[src/rtl/mips_pkg.sv]
// Shared MIPS encodings: ALUOp classes, R-type funct codes and the internal ALU control set.
package mips_pkg;

  localparam int unsigned WIDTH   = 32;
  localparam int unsigned SHAMT_W = 5;
  localparam int unsigned ALUOP_W = 3;
  localparam int unsigned FUNCT_W = 6;

  localparam logic [ALUOP_W-1:0] ALUOP_ADD   = 3'd0;
  localparam logic [ALUOP_W-1:0] ALUOP_SUB   = 3'd1;
  localparam logic [ALUOP_W-1:0] ALUOP_RTYPE = 3'd2;
  localparam logic [ALUOP_W-1:0] ALUOP_ADDI  = 3'd3;
  localparam logic [ALUOP_W-1:0] ALUOP_ANDI  = 3'd4;
  localparam logic [ALUOP_W-1:0] ALUOP_ORI   = 3'd5;
  localparam logic [ALUOP_W-1:0] ALUOP_SLTI  = 3'd6;
  localparam logic [ALUOP_W-1:0] ALUOP_LUI   = 3'd7;

  localparam logic [FUNCT_W-1:0] FN_SLL  = 6'h00;
  localparam logic [FUNCT_W-1:0] FN_SRL  = 6'h02;
  localparam logic [FUNCT_W-1:0] FN_SRA  = 6'h03;
  localparam logic [FUNCT_W-1:0] FN_SLLV = 6'h04;
  localparam logic [FUNCT_W-1:0] FN_SRLV = 6'h06;
  localparam logic [FUNCT_W-1:0] FN_SRAV = 6'h07;
  localparam logic [FUNCT_W-1:0] FN_ADD  = 6'h20;
  localparam logic [FUNCT_W-1:0] FN_ADDU = 6'h21;
  localparam logic [FUNCT_W-1:0] FN_SUB  = 6'h22;
  localparam logic [FUNCT_W-1:0] FN_SUBU = 6'h23;
  localparam logic [FUNCT_W-1:0] FN_AND  = 6'h24;
  localparam logic [FUNCT_W-1:0] FN_OR   = 6'h25;
  localparam logic [FUNCT_W-1:0] FN_XOR  = 6'h26;
  localparam logic [FUNCT_W-1:0] FN_NOR  = 6'h27;
  localparam logic [FUNCT_W-1:0] FN_SLT  = 6'h2A;
  localparam logic [FUNCT_W-1:0] FN_SLTU = 6'h2B;

  typedef enum logic [3:0] {
    CTL_ADD, CTL_SUB, CTL_AND, CTL_OR, CTL_XOR, CTL_NOR, CTL_SLT,
    CTL_SLTU, CTL_SLL, CTL_SRL, CTL_SRA, CTL_LUI, CTL_ZERO
  } alu_ctl_e;

endpackage

[src/rtl/alu_core.sv]
// Combinational 32-bit ALU; shifts operate on b by shamt, lui places b[15:0] in the upper half.
module alu_core
  import mips_pkg::*;
(
  input  logic [WIDTH-1:0]   a,
  input  logic [WIDTH-1:0]   b,
  input  logic [SHAMT_W-1:0] shamt,
  input  alu_ctl_e           alu_ctl,
  output logic [WIDTH-1:0]   result
);

  always_comb begin
    result = '0;
    case (alu_ctl)
      CTL_ADD:  result = a + b;
      CTL_SUB:  result = a - b;
      CTL_AND:  result = a & b;
      CTL_OR:   result = a | b;
      CTL_XOR:  result = a ^ b;
      CTL_NOR:  result = ~(a | b);
      CTL_SLT:  result = WIDTH'($signed(a) < $signed(b));
      CTL_SLTU: result = WIDTH'(a < b);
      CTL_SLL:  result = b << shamt;
      CTL_SRL:  result = b >> shamt;
      CTL_SRA:  result = WIDTH'($signed(b) >>> shamt);
      CTL_LUI:  result = WIDTH'(b[15:0]) << 16;
      default:  result = '0;
    endcase
  end

endmodule

[src/rtl/execute.sv]
// MIPS EX stage: operand select, ALUOp/funct decode, registered result and zero flag.
module execute
  import mips_pkg::*;
(
  input  logic               clk,
  input  logic               rst_n,
  input  logic [WIDTH-1:0]   AluReadData1,
  input  logic [WIDTH-1:0]   AluReadData2,
  input  logic [WIDTH-1:0]   immediate,
  input  logic [FUNCT_W-1:0] funct,
  input  logic [ALUOP_W-1:0] ALUOp,
  input  logic               ALUSrc,
  output logic [WIDTH-1:0]   ALUResult,
  output logic               zero
);

  logic [WIDTH-1:0]   op_b;
  logic [WIDTH-1:0]   imm_zext;
  logic [WIDTH-1:0]   core_b;
  logic [SHAMT_W-1:0] core_shamt;
  alu_ctl_e           alu_ctl;
  logic [WIDTH-1:0]   result_d, result_q;
  logic               zero_d, zero_q;

  assign op_b     = ALUSrc ? immediate : AluReadData2;
  assign imm_zext = WIDTH'(immediate[15:0]);

  // Decode; shift forms force b to the rt value and pick fixed or variable shamt.
  always_comb begin
    alu_ctl    = CTL_ZERO;
    core_b     = op_b;
    core_shamt = immediate[10:6];
    case (ALUOp)
      ALUOP_ADD, ALUOP_ADDI: alu_ctl = CTL_ADD;
      ALUOP_SUB:             alu_ctl = CTL_SUB;
      ALUOP_ANDI: begin alu_ctl = CTL_AND; core_b = imm_zext; end
      ALUOP_ORI:  begin alu_ctl = CTL_OR;  core_b = imm_zext; end
      ALUOP_SLTI:            alu_ctl = CTL_SLT;
      ALUOP_LUI:  begin alu_ctl = CTL_LUI; core_b = immediate; end
      ALUOP_RTYPE: begin
        case (funct)
          FN_SLL:  begin alu_ctl = CTL_SLL; core_b = AluReadData2; end
          FN_SRL:  begin alu_ctl = CTL_SRL; core_b = AluReadData2; end
          FN_SRA:  begin alu_ctl = CTL_SRA; core_b = AluReadData2; end
          FN_SLLV: begin
            alu_ctl = CTL_SLL; core_b = AluReadData2; core_shamt = AluReadData1[4:0];
          end
          FN_SRLV: begin
            alu_ctl = CTL_SRL; core_b = AluReadData2; core_shamt = AluReadData1[4:0];
          end
          FN_SRAV: begin
            alu_ctl = CTL_SRA; core_b = AluReadData2; core_shamt = AluReadData1[4:0];
          end
          FN_ADD, FN_ADDU: alu_ctl = CTL_ADD;
          FN_SUB, FN_SUBU: alu_ctl = CTL_SUB;
          FN_AND:  alu_ctl = CTL_AND;
          FN_OR:   alu_ctl = CTL_OR;
          FN_XOR:  alu_ctl = CTL_XOR;
          FN_NOR:  alu_ctl = CTL_NOR;
          FN_SLT:  alu_ctl = CTL_SLT;
          FN_SLTU: alu_ctl = CTL_SLTU;
          default: alu_ctl = CTL_ZERO;
        endcase
      end
      default: alu_ctl = CTL_ZERO;
    endcase
  end

  alu_core u_alu_core (
    .a       (AluReadData1),
    .b       (core_b),
    .shamt   (core_shamt),
    .alu_ctl (alu_ctl),
    .result  (result_d)
  );

  assign zero_d = (result_d == '0);

  always_ff @(posedge clk or negedge rst_n) begin
    if (!rst_n) begin
      result_q <= '0;
      zero_q   <= 1'b1;
    end else begin
      result_q <= result_d;
      zero_q   <= zero_d;
    end
  end

  assign ALUResult = result_q;
  assign zero      = zero_q;

endmodule

[config.mk]
export PLATFORM = sky130hd
export DESIGN_NAME = execute
export DESIGN_NICKNAME = d
export VERILOG_FILES = /design/src/rtl/mips_pkg.sv /design/src/rtl/alu_core.sv /design/src/rtl/execute.sv
export SDC_FILE = /design/constraint.sdc
export NUM_CORES = 1
export LEC_CHECK = 0
export BUFFER_PORTS_ARGS = -buffer_cell sky130_fd_sc_hd__buf_2
export CORE_AREA = 2 2 160 162
export DETAILED_ROUTE_END_ITERATION = 7
export DIE_AREA = 0 0 162 164
export PLACE_DENSITY_LB_ADDON = 0.08
export SLEW_MARGIN = 20
export SYNTH_ARGS = -nofsm -noshare
export SYNTH_HDL_FRONTEND = slang
export SYNTH_HIERARCHICAL = 1
export SYNTH_SLANG_ARGS = --single-unit
export TNS_END_PERCENT = 30
[constraint.sdc]
create_clock -name clk -period 1.9 [get_ports clk]
set_clock_uncertainty 0.15 [all_clocks]
set_input_delay 0.38 -clock clk [delete_from_list [all_inputs] [get_ports clk]]
set_output_delay 0.38 -clock clk [all_outputs]
set_load 0.01 [all_outputs]
* Word level (Yosys, flattened, before mapping)
Index checks and enable logic that the tools add are counted.
** Storage, ports and cells
- Register bits :: 33
- Input bits :: 108
- Output and inout port bits :: 33
- Word-level logic and storage cells :: 67
** Operators by class
- Add/subtract/negate cells :: 2
- $lt $le $gt $ge :: 2
- Eq/ne operators :: 33
- Shift operators :: 3
- Muxes and demuxes :: 8
- Bitwise gates (word level) :: 4
- Reductions and logical operators :: 13
** Operators with widths (count)
- 32-bit one-hot mux with 12 select lines :: 1
- 32-bit one-hot mux with 3 select lines :: 1
- 32-bit less-than comparator :: 2
- 32-bit two-way mux :: 2
- 6-bit == test, second input constant :: 10
- 4-bit one-hot mux with 11 select lines :: 1
- 32-bit adder :: 1
- 32-bit bitwise AND :: 1
- 32-bit zero test :: 1
- 32-bit NOT :: 1
- 32-bit OR :: 1
- 32-bit by 5-bit left shift with 32-bit output :: 1
- 32-bit by 5-bit right shift with 32-bit output :: 1
- 32-bit by 5-bit >>> shifter with 32-bit output :: 1
- 32-bit subtractor :: 1
- 32-bit XOR :: 1
- 4-bit one-hot mux with 7 select lines :: 1
- 6-bit by 3-bit == test with 1-bit output, second input constant :: 3
- 4-bit by 3-bit == test with 1-bit output, second input constant :: 4
- 4-bit == test, second input constant :: 4
- 2-bit OR reduction :: 7
- 3-bit == test, second input constant :: 4
- 6-bit by 2-bit == test with 1-bit output, second input constant :: 2
- 5-bit two-way mux :: 2
- other kinds (9) :: 11

* Depth between registers and ports, before layout
Gate-level depths: netlist of run 1.
- Depth after elaboration :: 8
- Mapped depth :: 21
- Mapped depth without buffers :: 19

* Hierarchy
Netlist of run 1, hierarchy kept.
** Modules (own cells, without submodules)
- alu_core :: instances 1, cells each 1305, area each 9132.5 um2, seq. area each 0.0 um2
- execute :: instances 1, cells each 117, area each 1619.1 um2, seq. area each 827.0 um2

* Least setup slack after synthesis of run 1
Ideal clock, no wire load.
- Path kind :: in2reg
- Start :: input funct[5]
- End :: register zero_q, in the netlist zero
- Library setup time :: 68 ps
- Arrival time :: 4326 ps
- Required time :: 1682 ps
- Setup slack :: -2644 ps
- Stages :: 19
- Buffers on the path :: 2
- Path through :: buf_2 -> a211oi_4 -> a21o_4 -> buf_8 -> mux2_4 -> ha_1 -> fa_1 -> o21bai_1 -> nand3b_1 -> a311o_1 -> a211oi_2 -> nor3_1 -> nor2_4 -> mux2i_1 -> or3_1 -> a311o_1 -> nor4_1 -> nand4_1 -> nor2_1
** On the way
- Elaborated cells on any way between the ends :: 54
- Classes of those cells :: 2 x add/sub; 2 x order compare; 26 x eq/ne; 3 x shift; 7 x mux; 4 x bitwise; 10 x reduce/logical
** RTL lines
- start, declared :: line execute.sv:10 : input logic [FUNCT_W-1:0] funct,
- 6-bit by 3-bit == test with 1-bit output, or another cell as far along :: line execute.sv:41 : case (funct)
- 6-bit OR reduction (no line) *
- 32-bit two-way mux * :: line execute.sv:41
- 32-bit one-hot mux with 3 select lines * :: line execute.sv:33 : case (ALUOp)
- net core_b[0] :: line execute.sv:19 : logic [WIDTH-1:0] core_b;
- 32-bit subtractor, or another cell as far along :: line alu_core.sv:16 : CTL_SUB: result = a - b;
- 32-bit one-hot mux with 12 select lines * :: line alu_core.sv:14 : case (alu_ctl)
- net result_d[28] :: line execute.sv:22 : logic [WIDTH-1:0] result_d, result_q;
- 32-bit zero test * :: line execute.sv:77 : assign zero_d = (result_d == '0);
- net zero_d :: line execute.sv:23 : logic zero_d, zero_q;
- end signal, assigned :: line execute.sv:85 : zero_q <= zero_d;
- end, declared :: line execute.sv:23
Mark *: on every way through the listed nets, which the timed path passes. The rest lies on a longest branch.

* Worst setup path after layout of run 1
- Start :: input ALUOp[0]
- End :: register zero_q, in the netlist zero
** On the way
- Elaborated cells on any way between the ends :: 38
- Classes of those cells :: 2 x add/sub; 2 x order compare; 18 x eq/ne; 3 x shift; 4 x mux; 4 x bitwise; 5 x reduce/logical
** RTL lines
- start, declared :: line execute.sv:11 : input logic [ALUOP_W-1:0] ALUOp,
- 3-bit == test :: line execute.sv:33
- 2-bit OR reduction (no line)
- 32-bit one-hot mux with 3 select lines * :: line execute.sv:33
- net core_b[4] :: line execute.sv:19
- 32-bit subtractor, or another cell as far along :: line alu_core.sv:16
- 32-bit one-hot mux with 12 select lines * :: line alu_core.sv:14
- net result_d[31] :: line execute.sv:22
- 32-bit zero test * :: line execute.sv:77
- net zero_d :: line execute.sv:23
Marks and branches as above.

==> metrics, run 1 <==
most numerous cell on the critical path buf_6; Worst Setup Path Type primary input to register; HPWL Detailed 48900 um; Critical Path Slowest Stage Cell o211ai_1; Comb power frac 0.816; Seq/Total Area, Yosys 0.0769; status finished with violations; largest fanout on the critical path 8; Detail Route Antenna Nets 0; CP max stage delay approximately 0.34 ns; cell count after synthesis 1422; Post-synth EDFFs 0; top_reg_cell synth dfrtp_1; critical path launch point type primary input; Crit path arrival time 4.62 ns; WL/cell 25.0 um; Root Buffer clkbuf_16; Mapped Area 10800 sq um; Least-Margin Pin Slew 0.674 ns; largest net degree at the start of global routing 34; power density cells 493 nW/um^2; vias per cell 6.38; post-route minimum period 4.57 ns; Max VDD drop roughly 0.65 mV; total die area 26600 sq um; Clk pwr share 0.085; DRC viols 0; Antenna Diode Count 0; unrepaired setup endpoints after global routing true; Layout area overhead 69.0%; hold_ws -0.00428 ns; Critical path origin ALUOp[0]; syn_nets 1630; clk sink count 33; Slew Viols, Final 0; Non-Filler Instances 2462; Pleak 8.59 nW; violated checks hold timing, setup timing; Min-Delay Path Class primary input to async pin; Yosys warning count 6; Hold Buf Count CTS 0; Nets between 2000 and 2500; initial antenna violation count 3; required time of the critical path between 1.5 and 2 ns; setup_tns -68.37 ns; Tot Pwr ~9.0 mW; final core utilization 0.732; period utilisation layout 2.40; # IOs 141; DIE HEIGHT 164 um; GRT Total Usage 0.433; H-tree depth 2; clk buf depth 2; Reg power frac 0.099; number of global-route vias before repair 14800; max-cap violation count 0; fraction of layout instances using a drive strength above 1 0.534; Routed WL 61600 um; Via Count about 16000; die span in x 162 um; GP Congestion 1.07; fmax about 220 MHz; Pre-antenna DRT Iters 6; P_sw roughly 4 mW; Clk pin slew, worst setup/hold paths 0.05 ns; Worst Setup Slack, final -2.67 ns; num rows 58; Detailed Route Iter0 Violations 2045; Final Setup Violations 33; number of buffers created by CTS 5; GR Overflow Total 0; CP Capture Type register; Synth Register Bits 33; commonest non-fill, non-tap cell in the layout buf_4; Placeable Area 24800 sq um; DP Area 16400 sq um; Distinct cells, synth between 90 and 100; asr flop ratio synth 1.00; Final Hold Viols 7; Final Cell Area 18200 sq um; Switching Fraction 0.455; dpl ws -3.13 ns; first-pass GRT wire length 87400 um; CP Cell Sequence buf_6 > nand2b_4 > nor3_4 > buf_6 > a21o_4 > buf_6 > mux2_4 > buf_4 > ha_2 > o211ai_1 > a211oi_2 > a211oi_2 > o32ai_2 > a311oi_2 > nor3_2 > a311oi_2 > or3_1 > nand4_1 > nor4_2 > nand4_1 > nor2_1; Mapped Avg Cell Area 7.56 sq um; most frequent cells in the layout 630 x buf_4, 161 x nor2_1, 138 x buf_2, 93 x a21oi_1; Initial Util 0.433; Rel. slew slack 0.550; CTS tree done; IO Port Bufs 140; Placed Cells 2405; internal power 4.88 mW
-- what timing repair did --
action	in CTS	in global routing
resized for setup	146	126
pin swaps	57	56
gates cloned	2	2
setup buffers	23	29
setup endpoints to repair	33	33
-- final cells by class --
type | instances | area (sq um)
flip-flops and latches | 33 | 827
multi-input cells | 1178 | 10300
well taps | 330 | 413
repair buffers | 814 | 6060
fillers | 1970 | 6650
inverters | 100 | 398
clock buffers | 7 | 143
-- power groups by stage --
stage	registers, mW	clock network [mW]	logic, mW
after global placement	0.898	0	6.15
final	0.887	0.758	7.31
after CTS	0.891	0.773	6.64
after detailed placement	0.901	0	6.22
after floorplan	0.992	0	2.90
after global routing	0.902	0.791	7.61
-- worst paths after layout --
check	slack [ns]	endpoint
max	-2.67	zero
min	-0.004	ALUResult[11]
max in group asynchronous	1.17	ALUResult[23]
min in group clk	0.62	ALUResult[10]
-- sequential cells by signal (all words and copies together), names as in the netlist --
signal,count
ALUResult,32
zero,1
-- worst max-delay path, delay by kind of cell --
kind,cells,cell delay [ns]
simple gates,8,1.33
mux,1,0.30
buf+inv,4,0.56
compound gates,7,1.77
fa+ha+maj,1,0.24
-- Yosys cell counts, types with 26 or more instances --
cell type	number	area [sq um]
inv_1	97	364
a21oi_1	116	581
mux4_2	48	1080
dfrtp_1	32	801
nand3_1	26	130
mux2i_1	61	611
nor2_1	169	634
ha_1	98	1230
buf_2	26	130
nor3_1	35	175
nand2_1	85	319
clkbuf_1	64	240
o21ai_0	83	415
-- kinds of logic (layout without fill, tap and decap cells) --
family	count (synthesis)	after routing	share of synthesized area
XOR/XNOR	4	4	0.00326
flip-flops	33	33	0.0769
multiplexers	139	141	0.194
AO/OA/AOI/OAI	498	499	0.328
adder cells (fa/ha/maj)	100	100	0.118
AND/OR/NAND/NOR	434	434	0.194
buffers and inverters	214	921	0.0862
-- routing by layer --
metal / GRT usage / share of wire / vias to the layer above
li1: - / - / 6835
met1: 0.566 / 0.38 / 7363
met2: 0.672 / 0.42 / 1198
met3: 0.0725 / 0.12 / 303
met4: 0.257 / 0.075 / 4
met5: 0 / 0.00037 / -
Power figures use the tool's default switching activity.
==> run 2: changes to the inputs <==
CORE_AREA = 2 2 190 136   (was 2 2 160 162)
DIE_AREA = 0 0 192 138   (was 0 0 162 164)
==> run 2 against run 1 <==
  * Via count down 0.27%
  * Largest cell class unchanged
  * Largest power group unchanged
  * The flow finishes with violations (setup timing)
  * Power up 1.2%
  * Die area down 0.27%
  * Critical path type unchanged
  * Combinational power up 0.7%
==> metrics, run 2 (synthesis gave the netlist of run 1 again) <==
status finished with violations; violated checks setup timing; number of buffers created by CTS 5 (unchanged); GRT Total Usage 0.448 (+0.0153); Slew Viols, Final 0 (unchanged); num rows 49 (-16%); dpl ws -3.43 ns (-0.303 ns); Max VDD drop 0.502 mV (-22%); GP Congestion 1.07 (-0.16%); Root Buffer clkbuf_16; Final Cell Area 18000 sq um (-0.72%); commonest non-fill, non-tap cell in the layout buf_4; Nets 2345 (+0.21%); fmax 209 MHz (-4.3%); power density cells 502 nW/um^2 (+1.9%); CP Capture Type register; WL/cell 25.0 um (about the same); most frequent cells in the layout 640 x buf_4, 161 x nor2_1, 137 x buf_2, 101 x a21oi_1, 85 x inv_1; Hold Buf Count CTS 0 (unchanged); H-tree depth 2 (unchanged); DP Area 16300 sq um (-0.22%); vias per cell 6.33 (-0.68%); Min-Delay Path Class primary input to async pin; IO Port Bufs 140 (unchanged); Placed Cells 2401 (-0.17%); die span in x 192 um (+19%); Pre-antenna DRT Iters 6 (unchanged); Detail Route Antenna Nets 0 (unchanged); DRC viols 0 (unchanged); Detailed Route Iter0 Violations 2369 (+16%); Tot Pwr 9.06 mW (+1.2%); number of global-route vias before repair 14800 (-0.42%); Worst Setup Path Type primary input to register; Pleak 8.59 nW (about the same); Non-Filler Instances 2472 (+0.41%); Final Setup Violations 33 (unchanged); Rel. slew slack 0.447 (-0.103); unrepaired setup endpoints after global routing true; critical path launch point type primary input; Initial Util 0.430 (-0.00338); GR Overflow Total 0 (unchanged); largest fanout on the critical path 7 (-1); # IOs 141 (unchanged); first-pass GRT wire length 89600 um (+2.4%); clk sink count 33 (unchanged); total die area 26500 sq um (-0.27%); clk buf depth 2 (unchanged); setup_tns -73.12 ns (-4.75 ns); initial antenna violation count 3 (unchanged); DIE HEIGHT 138 um (-16%); fraction of layout instances using a drive strength above 1 0.525 (-0.00967); Placeable Area 25000 sq um (+0.79%); CTS tree done; Least-Margin Pin Slew 0.823 ns (+0.149 ns); Final Hold Viols 0 (-7); Crit path arrival time 4.83 ns (+0.21 ns); max FFs per register 32 (unchanged); period utilisation layout 2.51 (+0.108); max-cap violation count 0 (unchanged); Worst Setup Slack, final -2.87 ns (-0.204 ns); HPWL Detailed 49100 um (+0.35%); post-route minimum period 4.77 ns (+0.204 ns); Routed WL 61800 um (+0.36%); Clk pin slew, worst setup/hold paths 0.06 ns (about the same); largest net degree at the start of global routing 34 (unchanged); Layout area overhead 67.8%; required time of the critical path 1.95 ns (about the same); Via Count 15700 (-0.27%)
run 2: critical path, stage by stage:
cell      delay [ns]
buf_6           0.09
nand2b_4        0.14
nor3_4          0.16
buf_6           0.13
buf_4           0.09
buf_4           0.13
nand3_4         0.19
buf_4           0.23
mux2_4          0.39
buf_4           0.19
buf_4           0.16
mux2i_1         0.27
mux4_2          0.33
mux2i_1         0.08
o21ai_0         0.24
buf_4           0.17
a22o_1          0.21
nand4_1         0.19
nor2_1          0.13
o221a_2         0.22
a31oi_4         0.05
nor4_2          0.30
buf_4           0.14
nand4_1         0.07
nor2_1          0.14
run 2: final timing paths:
check | from | to
min | rst_n | ALUResult[10]
min in group clk | AluReadData1[4] | ALUResult[4]
max | ALUOp[0] | zero
max in group asynchronous | rst_n | ALUResult[27]
run 2: what timing repair did:
action | CTS | global route
gates resized for setup | 138 | 94
setup endpoints to repair | 33 | 33
buffers inserted | 29 | 32
pin swaps | 61 | 54
cloned | 4 | 0
run 2: cell type report:
| cell class | count | area, sq um |
|---|---|---|
| antenna | 4 | 10.0 |
| inverter | 100 | 393 |
| sequential | 33 | 827 |
| multi-input combinational | 1179 | 10200 |
| tap | 331 | 414 |
| fill | 2047 | 6970 |
| clock buffer | 7 | 143 |
| timing repair buffer | 818 | 6050 |
run 2: metal layers:
layer | part of all wire | track usage | up-vias
li1 | - | - | 6864
met1 | 0.41 | 0.624 | 7443
met2 | 0.41 | 0.653 | 1174
met3 | 0.14 | 0.153 | 177
met4 | 0.040 | 0.132 | 2
met5 | 0.00029 | 0 | -
run 2: where the power goes:
group / leakage, nW / internal [mW] / switching [mW]
Combinational: 8.13 / 3.53 / 3.83
Clock: 0.0700 / 0.515 / 0.302
Sequential: 0.396 / 0.855 / 0.0355
run 2: stage by stage:
step                 util  hold WS [ns]
detailed placement  0.653         0.338
global route        0.721        0.0794
finish              0.721       0.00984
global placement    0.653         0.297
CTS                 0.694        0.0431
floorplan               -       -0.0656
==> run 3: changes to the inputs <==
RECOVER_POWER = 25   (was unset)
==> run 3 against run 2 <==
  * The run still ends with setup timing left
  * Power about the same
  * Sequential cell count unchanged
  * Hold slack better by 0.033 ns
  * First-iteration DRC count about the same
  * Clock power about the same
  * Sequential power hardly changed
  * Cell area stayed put
  * Largest cell class unchanged
  * Highest routed layer unchanged
==> metrics, run 3 (synthesis gave the netlist of run 1 again) <==
clk buf depth 2 (unchanged); HPWL Detailed 49100 um (unchanged); Nets 2345 (unchanged); Layout area overhead 67.8% (unchanged); Max VDD drop 0.505 mV (+0.49%); power density cells 503 nW/um^2 (about the same); total die area 26500 sq um (unchanged); largest fanout on the critical path 5 (-2); Final Setup Violations 33 (unchanged); Pre-antenna DRT Iters 6 (unchanged); Pleak 8.59 nW (about the same); GP Congestion 1.07 (unchanged); # IOs 141 (unchanged); fraction of layout instances using a drive strength above 1 0.525 (unchanged); Placed Cells 2401 (unchanged); Placeable Area 25000 sq um (unchanged); largest net degree at the start of global routing 34 (unchanged); final core utilization 0.721 (unchanged); GR Overflow Total 0 (unchanged); number of global-route vias before repair 14800 (unchanged); Worst Setup Path Type primary input to register; Crit path arrival time 4.78 ns (-0.05 ns); number of buffers created by CTS 5 (unchanged); clk sink count 33 (unchanged); Final Hold Viols 0 (unchanged); Hold Buf Count CTS 0 (unchanged); most numerous cell on the critical path buf_4; Detailed Route Iter0 Violations 2367 (-0.084%); Routed WL 61800 um (about the same); period utilisation layout 2.49 (-0.0249); max-cap violation count 0 (unchanged); most frequent cells in the layout 640 x buf_4, 161 x nor2_1, 136 x buf_2, 101 x a21oi_1, 85 x inv_1; IO Port Bufs 140 (unchanged); Non-Filler Instances 2472 (unchanged); status finished with violations; Clk pin slew, worst setup/hold paths 0.06 ns (about the same); WL/cell 25.0 um (about the same); Least-Margin Pin Slew 0.850 ns (+0.0269 ns); violated checks setup timing; initial antenna violation count 3 (unchanged); DIE HEIGHT 138 um (unchanged); num rows 49 (unchanged); unrepaired setup endpoints after global routing true; Initial Util 0.430 (unchanged); first-pass GRT wire length 89600 um (unchanged); Rel. slew slack 0.433 (-0.0137); Root Buffer clkbuf_16; vias per cell 6.37 (+0.50%); CTS tree done; critical path launch point type primary input; DRC viols 0 (unchanged); Critical Path Slowest Stage Cell or4_4; Slew Viols, Final 0 (unchanged); Min-Delay Path Class primary input to async pin; CP Capture Type register; commonest non-fill, non-tap cell in the layout buf_4; Via Count 15700 (+0.50%); die span in x 192 um (unchanged); H-tree depth 2 (unchanged); post-route minimum period 4.73 ns (-0.0472 ns); GRT Total Usage 0.448 (unchanged); Worst Setup Slack, final -2.83 ns (+0.0472 ns); fmax 212 MHz (+1.0%); CP max stage delay 0.58 ns (+0.19 ns); Detail Route Antenna Nets 0 (unchanged); Tot Pwr 9.07 mW (about the same); max FFs per register 32 (unchanged); required time of the critical path 1.95 ns (about the same)
-- run 3: cell count changes in the layout (fill, tap and decap cells not counted) --
cell      delta
buf_2        -1
clkbuf_2     +1
-- run 3: timing repair --
| item | 4_1_cts | 5_1_grt |
|---|---|---|
| gates resized for setup | 138 | 94 |
| setup endpoints to repair | 33 | 33 |
| pin swaps | 61 | 54 |
| buffers inserted | 29 | 32 |
| gates cloned | 4 | 0 |
-- run 3: per-stage QoR --
step                cell area, sq um  TNS (ns)  hold WS [ns]  setup WS (ns)
floorplan                      11000    -58.92       -0.0656          -2.47
global placement               16300    -83.05         0.297          -3.27
global route                   18000    -75.65         0.115          -2.94
detailed placement             16300    -84.07         0.338          -3.43
finish                         18000    -73.21        0.0429          -2.83
CTS                            17400    -68.53        0.0431          -2.74
-- run 3: worst max-delay path: cells and delay by family --
kind,cells,cell delay [ns]
AND/OR/NAND/NOR,9,1.58
buffers and inverters,10,1.34
AO/OA/AOI/OAI,4,0.84
multiplexers,1,0.35
adder cells (fa/ha/maj),1,0.19
XOR/XNOR,1,0.07
-- run 3: metal layers --
layer	track usage	wire (um)
met3	0.153	8620
met4	0.132	2400
met2	0.653	25600
met5	0	18
met1	0.624	25200
-- run 3: cell type report --
type | instances | area (sq um)
antenna | 4 | 10.0
clock buffer | 7 | 143
fill | 2047 | 6970
inverter | 100 | 393
multi-input combinational | 1179 | 10200
sequential | 33 | 827
tap | 331 | 414
timing repair buffer | 818 | 6050
-- run 3: report_power, final --
group	switching (mW)	total, mW	internal (mW)
logic	3.83	7.36	3.53
registers	0.0356	0.890	0.855
clock network	0.304	0.819	0.515
-- run 3: path summary, 6_finish.rpt --
check	from	slack [ns]	endpoint
max	ALUOp[0]	-2.83	zero
min in group clk	AluReadData1[4]	0.65	ALUResult[4]
min	rst_n	0.04	ALUResult[10]
max in group asynchronous	rst_n	1.01	ALUResult[27]
